==> src/rtl/bus_reg_pkg.sv <==
// Shared definitions for the req/gnt register slave: register map, reset values, FSM states.
package bus_reg_pkg;

  localparam logic [7:0] OFF_ID     = 8'h00;
  localparam logic [7:0] OFF_CTRL   = 8'h04;
  localparam logic [7:0] OFF_DATA   = 8'h08;
  localparam logic [7:0] OFF_STATUS = 8'h0C;
  localparam logic [7:0] OFF_ERR    = 8'h10;

  localparam logic [31:0] CTRL_RST  = 32'h0000_0000;
  localparam logic [31:0] DATA_RST  = 32'h0000_0000;
  localparam logic        ERR_RST   = 1'b0;
  localparam logic [15:0] ACC_RST   = 16'h0000;
  localparam logic [31:0] CTRL_MASK = 32'h0000_00FF;

  typedef enum logic [1:0] {
    IDLE,
    WAIT,
    GRANT
  } bus_slv_state_e;

endpackage

==> src/rtl/bus_reg_file.sv <==
// Register file behind the slave: ID, CTRL, DATA, STATUS (access counter) and sticky ERR.
module bus_reg_file
  import bus_reg_pkg::*;
#(
  parameter logic [31:0] ID_VALUE = 32'hA5E4_0001
) (
  input  logic        clk,
  input  logic        rst_n,
  input  logic [7:0]  off_i,
  input  logic        we_i,
  input  logic        re_i,
  input  logic        commit_i,
  input  logic [31:0] wdata_i,
  output logic [31:0] rdata_o,
  output logic        err_o
);

  logic [31:0] ctrl_q, ctrl_d;
  logic [31:0] data_q, data_d;
  logic        err_q, err_d;
  logic [15:0] acc_q, acc_d;
  logic        mapped;
  logic [31:0] reg_val;

  always_comb begin
    mapped  = 1'b1;
    reg_val = '0;
    case (off_i)
      OFF_ID:     reg_val = ID_VALUE;
      OFF_CTRL:   reg_val = ctrl_q;
      OFF_DATA:   reg_val = data_q;
      OFF_STATUS: reg_val = {16'h0000, acc_q};
      OFF_ERR:    reg_val = {31'h0, err_q};
      default:    mapped = 1'b0;
    endcase
  end

  // Neither enable set means the window check failed upstream.
  assign err_o   = ~(we_i | re_i) | ~mapped;
  assign rdata_o = (re_i & mapped) ? reg_val : '0;

  always_comb begin
    ctrl_d = ctrl_q;
    data_d = data_q;
    err_d  = err_q;
    acc_d  = acc_q;
    if (commit_i) begin
      if (we_i && mapped) begin
        case (off_i)
          OFF_CTRL: ctrl_d = wdata_i & CTRL_MASK;
          OFF_DATA: data_d = wdata_i;
          OFF_ERR:  if (wdata_i[0]) err_d = 1'b0;
          default:  ;
        endcase
      end
      // Set wins over a simultaneous W1C clear.
      if (err_o) err_d = 1'b1;
      if (acc_q != 16'hFFFF) acc_d = acc_q + 16'd1;
    end
  end

  always_ff @(posedge clk or negedge rst_n) begin
    if (!rst_n) begin
      ctrl_q <= CTRL_RST;
      data_q <= DATA_RST;
      err_q  <= ERR_RST;
      acc_q  <= ACC_RST;
    end else begin
      ctrl_q <= ctrl_d;
      data_q <= data_d;
      err_q  <= err_d;
      acc_q  <= acc_d;
    end
  end

endmodule

==> src/rtl/bus_reg_slave.sv <==
// req/gnt responder: captures a request, inserts wait states, then issues a registered one-cycle
// gnt with read data; the register file commits on the edge that ends the gnt cycle.
module bus_reg_slave
  import bus_reg_pkg::*;
#(
  parameter logic [31:0] BASE_ADDR   = 32'h0000_1000,
  parameter int unsigned WAIT_CYCLES = 0,
  parameter logic [31:0] ID_VALUE    = 32'hA5E4_0001
) (
  input  logic        clk,
  input  logic        rst_n,
  input  logic        req,
  output logic        gnt,
  input  logic [31:0] addr,
  input  logic [31:0] wdata,
  output logic [31:0] rdata,
  input  logic        rw
);

  localparam logic [3:0] WaitLoad = (WAIT_CYCLES == 0) ? 4'd0 : 4'(WAIT_CYCLES - 1);

  bus_slv_state_e state_q, state_d;
  logic [3:0]     cnt_q, cnt_d;
  logic           hit_q, hit_d;
  logic [7:0]     off_q, off_d;
  logic           rw_q, rw_d;
  logic [31:0]    wdata_q, wdata_d;
  logic           gnt_q, gnt_d;
  logic [31:0]    rdata_q, rdata_d;
  logic [31:0]    rf_rdata;
  logic           rf_err;
  logic           unused_addr;

  assign unused_addr = ^addr[1:0];

  always_comb begin
    state_d = state_q;
    cnt_d   = cnt_q;
    hit_d   = hit_q;
    off_d   = off_q;
    rw_d    = rw_q;
    wdata_d = wdata_q;
    gnt_d   = 1'b0;
    rdata_d = '0;
    case (state_q)
      IDLE: begin
        if (req) begin
          hit_d   = (addr[31:8] == BASE_ADDR[31:8]);
          off_d   = {addr[7:2], 2'b00};
          rw_d    = rw;
          wdata_d = wdata;
          if (WAIT_CYCLES == 0) begin
            state_d = GRANT;
          end else begin
            cnt_d   = WaitLoad;
            state_d = WAIT;
          end
        end
      end
      WAIT: begin
        if (cnt_q == 4'd0) state_d = GRANT;
        else               cnt_d   = cnt_q - 4'd1;
      end
      GRANT: begin
        gnt_d   = 1'b1;
        rdata_d = rf_rdata;
        state_d = IDLE;
      end
      default: state_d = IDLE;
    endcase
  end

  always_ff @(posedge clk or negedge rst_n) begin
    if (!rst_n) begin
      state_q <= IDLE;
      cnt_q   <= '0;
      hit_q   <= 1'b0;
      off_q   <= '0;
      rw_q    <= 1'b0;
      wdata_q <= '0;
      gnt_q   <= 1'b0;
      rdata_q <= '0;
    end else begin
      state_q <= state_d;
      cnt_q   <= cnt_d;
      hit_q   <= hit_d;
      off_q   <= off_d;
      rw_q    <= rw_d;
      wdata_q <= wdata_d;
      gnt_q   <= gnt_d;
      rdata_q <= rdata_d;
    end
  end

  assign gnt   = gnt_q;
  assign rdata = rdata_q;

  bus_reg_file #(
    .ID_VALUE (ID_VALUE)
  ) u_reg_file (
    .clk      (clk),
    .rst_n    (rst_n),
    .off_i    (off_q),
    .we_i     (rw_q & hit_q),
    .re_i     (~rw_q & hit_q),
    .commit_i (gnt_q),
    .wdata_i  (wdata_q),
    .rdata_o  (rf_rdata),
    .err_o    (rf_err)
  );

  logic unused_rf_err;
  assign unused_rf_err = rf_err;

endmodule

==> config.mk <==
export PLATFORM = sky130hd
export DESIGN_NAME = bus_reg_slave
export DESIGN_NICKNAME = d
export VERILOG_FILES = /design/src/rtl/bus_reg_pkg.sv /design/src/rtl/bus_reg_file.sv /design/src/rtl/bus_reg_slave.sv
export SDC_FILE = /design/constraint.sdc
export NUM_CORES = 1
export LEC_CHECK = 0
export CORE_UTILIZATION = 52
export CTS_CLUSTER_SIZE = 10
export DETAILED_ROUTE_END_ITERATION = 8
export PLACE_DENSITY = 0.84
export SLEW_MARGIN = 10
export SYNTH_ARGS = -nofsm -noshare
export SYNTH_HDL_FRONTEND = slang
export SYNTH_SLANG_ARGS = --single-unit
==> constraint.sdc <==
create_clock -name clk -period 2 [get_ports clk]
set_input_delay 0.5 -clock clk [delete_from_list [all_inputs] [get_ports clk]]
set_output_delay 0.5 -clock clk [all_outputs]
set_load 0.1 [all_outputs]
* Word level (Yosys, flattened, before mapping)
Cells that the tools add are included.
Storage, ports and cells: input port bits 68, memories 0, output and inout port bits 33, memory bits (writable) 0, memory bits (read-only) 0, bits in latches 0, word-level logic and storage cells 60, flip-flop bits (word level) 136
Operators by class: shift-type cells 0, $mul 0, mux-type cells 12, equal/unequal tests 10, divide/modulo/power cells 0, magnitude comparators 0, add/sub/neg operators 2, bitwise gates (word level) 9, reduce and logical (&&, ||, !) cells 15
Operator list (count):
- 32-bit case mux with 5 select lines | 1
- 32-bit 2-to-1 mux | 2
- 24-bit by 5-bit == test with 1-bit output, second input constant | 1
- 16-bit by 1-bit adder with 16-bit output, second input constant | 1
- 16-bit inequality test, second input constant | 1
- 6-bit by 2-bit == test with 1-bit output, second input constant | 2
- 8-bit zero test | 1
- 2-bit AND reduction | 4
- 6-bit by 1-bit == test with 1-bit output, second input constant | 1
- 6-bit by 3-bit == test with 1-bit output, second input constant | 1
- 1-bit 2-to-1 mux | 6
- 3-bit AND reduction | 2
- 2-bit nonzero test | 3
- 5-bit OR reduction | 1
- 4-bit zero test | 1
- 2-bit 2-to-1 mux | 2
- 2-bit inequality test, second input constant | 2
- 1-bit NOT | 4
- 2-bit case mux with 2 select lines | 1
- 4-bit AND reduction | 1
- 4-bit by 1-bit subtractor with 4-bit output, second input constant | 1
- 1-bit bitwise AND | 3
- 2-bit by 1-bit == test with 1-bit output, second input constant | 1
- 2-bit == test, second input constant | 1
- 3 further kinds | 4

* Depth between registers and ports, before layout
depth after elaboration 7, gate-level depth with buffers 5

* Hierarchy
From an unflattened synthesis, not the netlist that was laid out.
Second synthesis, totals: cell total of the unflattened synthesis 411, area total of the unflattened synthesis 5690.5 µm²
Modules (own cells, without submodules):
- bus_reg_file | area each 2881.5 µm², times used 1, cells an instance 244, sequential area each 1426.4 µm²
- bus_reg_slave | area each 2808.9 µm², times used 1, cells an instance 167, sequential area each 1851.8 µm²

* Least setup slack after synthesis
No wires, ideal clock.
kind reg2reg, start register gnt_q (netlist: gnt), end register u_reg_file.ctrl_q[0], path slack -0.194 ns, cell stages (with the launch flop) 4, arrival 2.069 ns, cells stage by stage dfrtp_1 -> nand2_1 -> nor4b_4 -> mux2_2
On the way: cells in the longest elaborated chain, start to end 1
RTL lines:
- from (decl) | line bus_reg_slave.sv:28 | logic gnt_q, gnt_d;
- from (signal assigned) | line bus_reg_slave.sv:90 | gnt_q <= gnt_d;
- 3-bit AND reduction (no line)
- to (signal assigned) | line bus_reg_file.sv:69 | ctrl_q <= ctrl_d;
- to (decl) | line bus_reg_file.sv:18 | logic [31:0] ctrl_q, ctrl_d;
Every way passes these cells. A chain may end at the register's enable or synchronous reset.

* Worst setup path after layout
start register off_q[4], end register u_reg_file.data_q[7]
On the way: cells in the longest elaborated chain, start to end 5, elaborated cells on any way between the ends 9, those cells by class 4 x eq/ne; 1 x mux; 4 x reduce/logical
RTL lines:
- from (decl) | line bus_reg_slave.sv:25 | logic [7:0] off_q, off_d;
- from (signal assigned) | line bus_reg_slave.sv:78 | off_q <= '0;
- from (signal assigned) | line bus_reg_slave.sv:87 | off_q <= off_d;
- 6-bit by 2-bit == test with 1-bit output (tied with other cells) | line bus_reg_file.sv:28 | case (off_i)
- 5-bit OR reduction (no line)
- 1-bit 2-to-1 mux | line bus_reg_file.sv:28
- 1-bit logical AND | line bus_reg_file.sv:48 | if (we_i && mapped) begin
- 3-bit AND reduction (no line) (*)
- to (signal assigned) | line bus_reg_file.sv:70 | data_q <= data_d;
- to (decl) | line bus_reg_file.sv:19 | logic [31:0] data_q, data_d;
Every way passes the cells marked *; elsewhere a longest branch is shown, timed or not.

==> impl_results.md <==
* I/O pins at 101
* RePlAce Congestion at 0.864
* Multi-input gate area at 0.00190 sq mm
* Cell area power density at 912 mW/mm^2
* Final Power at 6.60 mW
* Clk_lat worst skew at 510 ps
* Critical R2R Launch: off_q[4]
* Synth top area share at 0.617
* Worst slew margin at 0.526
* Final setup fails at 0
* RSZ-0062 raised after global routing: no
* CP max FO at 20
* M3 GR Usage at 0.0773
* Std-Cell Rows at 36
* Top post-synthesis cells by area: dfrtp_1 (62%), mux2_2 (18%), mux2i_1 (2.3%)
* Final Cycle Share at 0.945
* H-tree depth at 4
* Vias in the first global route at 3724
* TritonCTS clock tree: built
* Grt ovf at 0
* Worst Tran Pin Value at 710 ps
* Fin util at 0.736
* Clock Root Buffer: clkbuf_8
* Max clock buf depth at 2
* Die area at 0.0106 sq mm
* Synthesized area at 0.00531 sq mm
* Post-DRT Antenna Nets at 0
* Final #Nets at 574
* Sequential share of the synthesized area at 0.617
* GRT Util Overall at 0.231
* Post-layout minimum cycle time at 1890 ps
* PostCTS Resize Cnt at 0
* Clk slew on worst S/H paths at 60 ps
* Post-Route WL at 11.1 mm
* EDFF count, synth at 0
* P&R area growth vs syn at 36.2%
* FF-to-FF setup slack at 110 ps
* Leak pwr at 3.28 nW
* I/O Buffers at 98
* Routed length per instance at 17.0 microns
* Post-DP HPWL at 7.44 mm
* Syn. warnings at 0
* Synth area leader: dfrtp_1
* First-pass GRT wire length at 17.9 mm
* Worst setup SP type: flip-flop
* Synth Instances at 383
* Register area at 0.00328 sq mm
* First DRT Iteration DRCs at 120
* WP data arrival at 2280 ps
* Asr flop ratio synth at 1.00
* R2R depth at 5
* Fin. max-slew vios at 0
* Worst Hold Class: in2async
* Setup repair bufs after CTS at 0
* Main flop type after synthesis: dfrtp_1
* Die width at 103 microns
* Largest net degree at the start of global routing at 57
* Core area at 0.00982 sq mm
* Final hold vios at 0
* Filler cell count at 664
* # hold bufs at CTS at 1
* Max Clk Rate at 529 MHz
* GR Layer Usage met2 at 0.412
* Status: finished clean
* Reg-to-Reg End: u_reg_file.data_q[7]
* GRT Max-Usage Layer: met2
* Initial antenna violation count at 0
* Vias at 3556
* Via density at 5.46
* CP Capture Type: flip-flop
* Crit path required time at 2390 ps
* Synth Area per Inst at 13.9 sq um
* DRC at 0
* DIE HEIGHT at 103 microns
* Crit path kind: reg2reg
* Flip-flop and latch count after synthesis at 131
* Netlist cell types at 40
* Drt first pass iters at 4
* CTS buffer count at 17
* Synth Net Count at 452
* Met1 usage at 0.268
* # clock sinks at 131
* Initial core utilization at 0.541
* Setup_tns at 0 ps
* Layout cells sized above 1 at 0.355
* Number of max-cap violations at 0
* Antenna diodes at 0
* Hold Slack at 446 ps
* Clock skew at 7.81 ps
* Worst IR Drop VDD at 0.553 mV
## worst max-delay path by stage
stage | cells past startpoint | slack, ps | end | from
2_1_floorplan | 3 | 140 | u_reg_file.ctrl_q[0] | gnt
3_3_place_gp | 4 | 180 | wdata_q[6] | req
3_5_place_dp | 5 | 120 | u_reg_file.data_q[3] | off_q[5]
4_1_cts | 5 | 120 | u_reg_file.data_q[3] | off_q[4]
5_1_grt | 5 | 40 | u_reg_file.data_q[7] | off_q[4]
6_report | 5 | 110 | u_reg_file.data_q[7] | off_q[4]
## Yosys cell counts, types with 6 or more instances
master / n
nand4_1: 11
a22oi_1: 7
and4_1: 6
nand2_1: 8
mux2_2: 87
dfrtp_1: 131
inv_1: 12
a21oi_1: 15
nor2_1: 19
nor4_1: 6
clkbuf_1: 9
xnor2_1: 6
and2_1: 8
mux2i_1: 12
## critical path, stage by stage (launching register included)
cell	delay, ps
dfrtp_1	440
nor2b_1	200
nand3_1	190
nor3_4	220
buf_4	330
mux2_2	380
## through the flow
stage                     area (sq um)  instances  worst slack, ps
after floorplan                   5310        383              139
after detailed placement          6660        618              124
after global routing              7230        651             41.7
after global placement            6660        618              182
final                             7230        651              111
after CTS                         7230        651              115
## cells by family (layout without fill, tap and decap cells)
family / after synthesis / in the layout / share of synthesized area
AOI/OAI and AO/OA: 31 / 31 / 0.0356
adders and majority gates: 1 / 1 / 0.00236
DFF: 131 / 131 / 0.617
muxes: 100 / 100 / 0.209
buffers and inverters: 29 / 164 / 0.0261
and+or+nand+nor: 84 / 84 / 0.0980
xor gates and xnor gates: 7 / 7 / 0.0115
## area by class of cell
type	count	area share
flip-flops and latches	131	0.453
multi-input cells	223	0.263
repair buffers	120	0.176
clock buffers	18	0.0592
well taps	133	0.0230
clock inverters	14	0.0187
inverters	12	0.00623
## per-layer routing
metal,vias to the layer above,part of all wire
met2,122,0.52
met5,-,0
li1,1621,-
met4,0,0.011
met3,15,0.054
met1,1798,0.41
## power by group
part / leakage (nW) / internal (mW) / total [mW] / switching (mW)
clock network: 0.272 / 1.62 / 2.88 / 1.26
logic: 1.29 / 0.413 / 0.728 / 0.315
registers: 1.72 / 2.83 / 2.99 / 0.157
total: 3.28 / 4.86 / 6.60 / 1.73
## registers in the layout, indices dropped and copies added (netlist names)
signal	count
gnt	1
hit_q	1
off_q	6
rdata	32
rw_q	1
state_q	1
u_reg_file.acc_q	16
u_reg_file.ctrl_q	8
u_reg_file.data_q	32
u_reg_file.err_q	1
wdata_q	32
## cell usage in the layout, fill, tap and decap left out, drive strengths merged, types with 7 or more instances in the layout
cell | synthesis | final
dfrtp | 131 | 131
mux2 | 88 | 88
clkdlybuf4s50 | 0 | 64
buf | 8 | 55
inv | 12 | 21
nor2 | 19 | 19
clkbuf | 9 | 18
a21oi | 15 | 15
mux2i | 12 | 12
nand4 | 11 | 11
nand2 | 9 | 9
and2 | 8 | 8
a22oi | 7 | 7
nor3 | 7 | 7
Note: power is estimated with default switching activity, not from simulation.
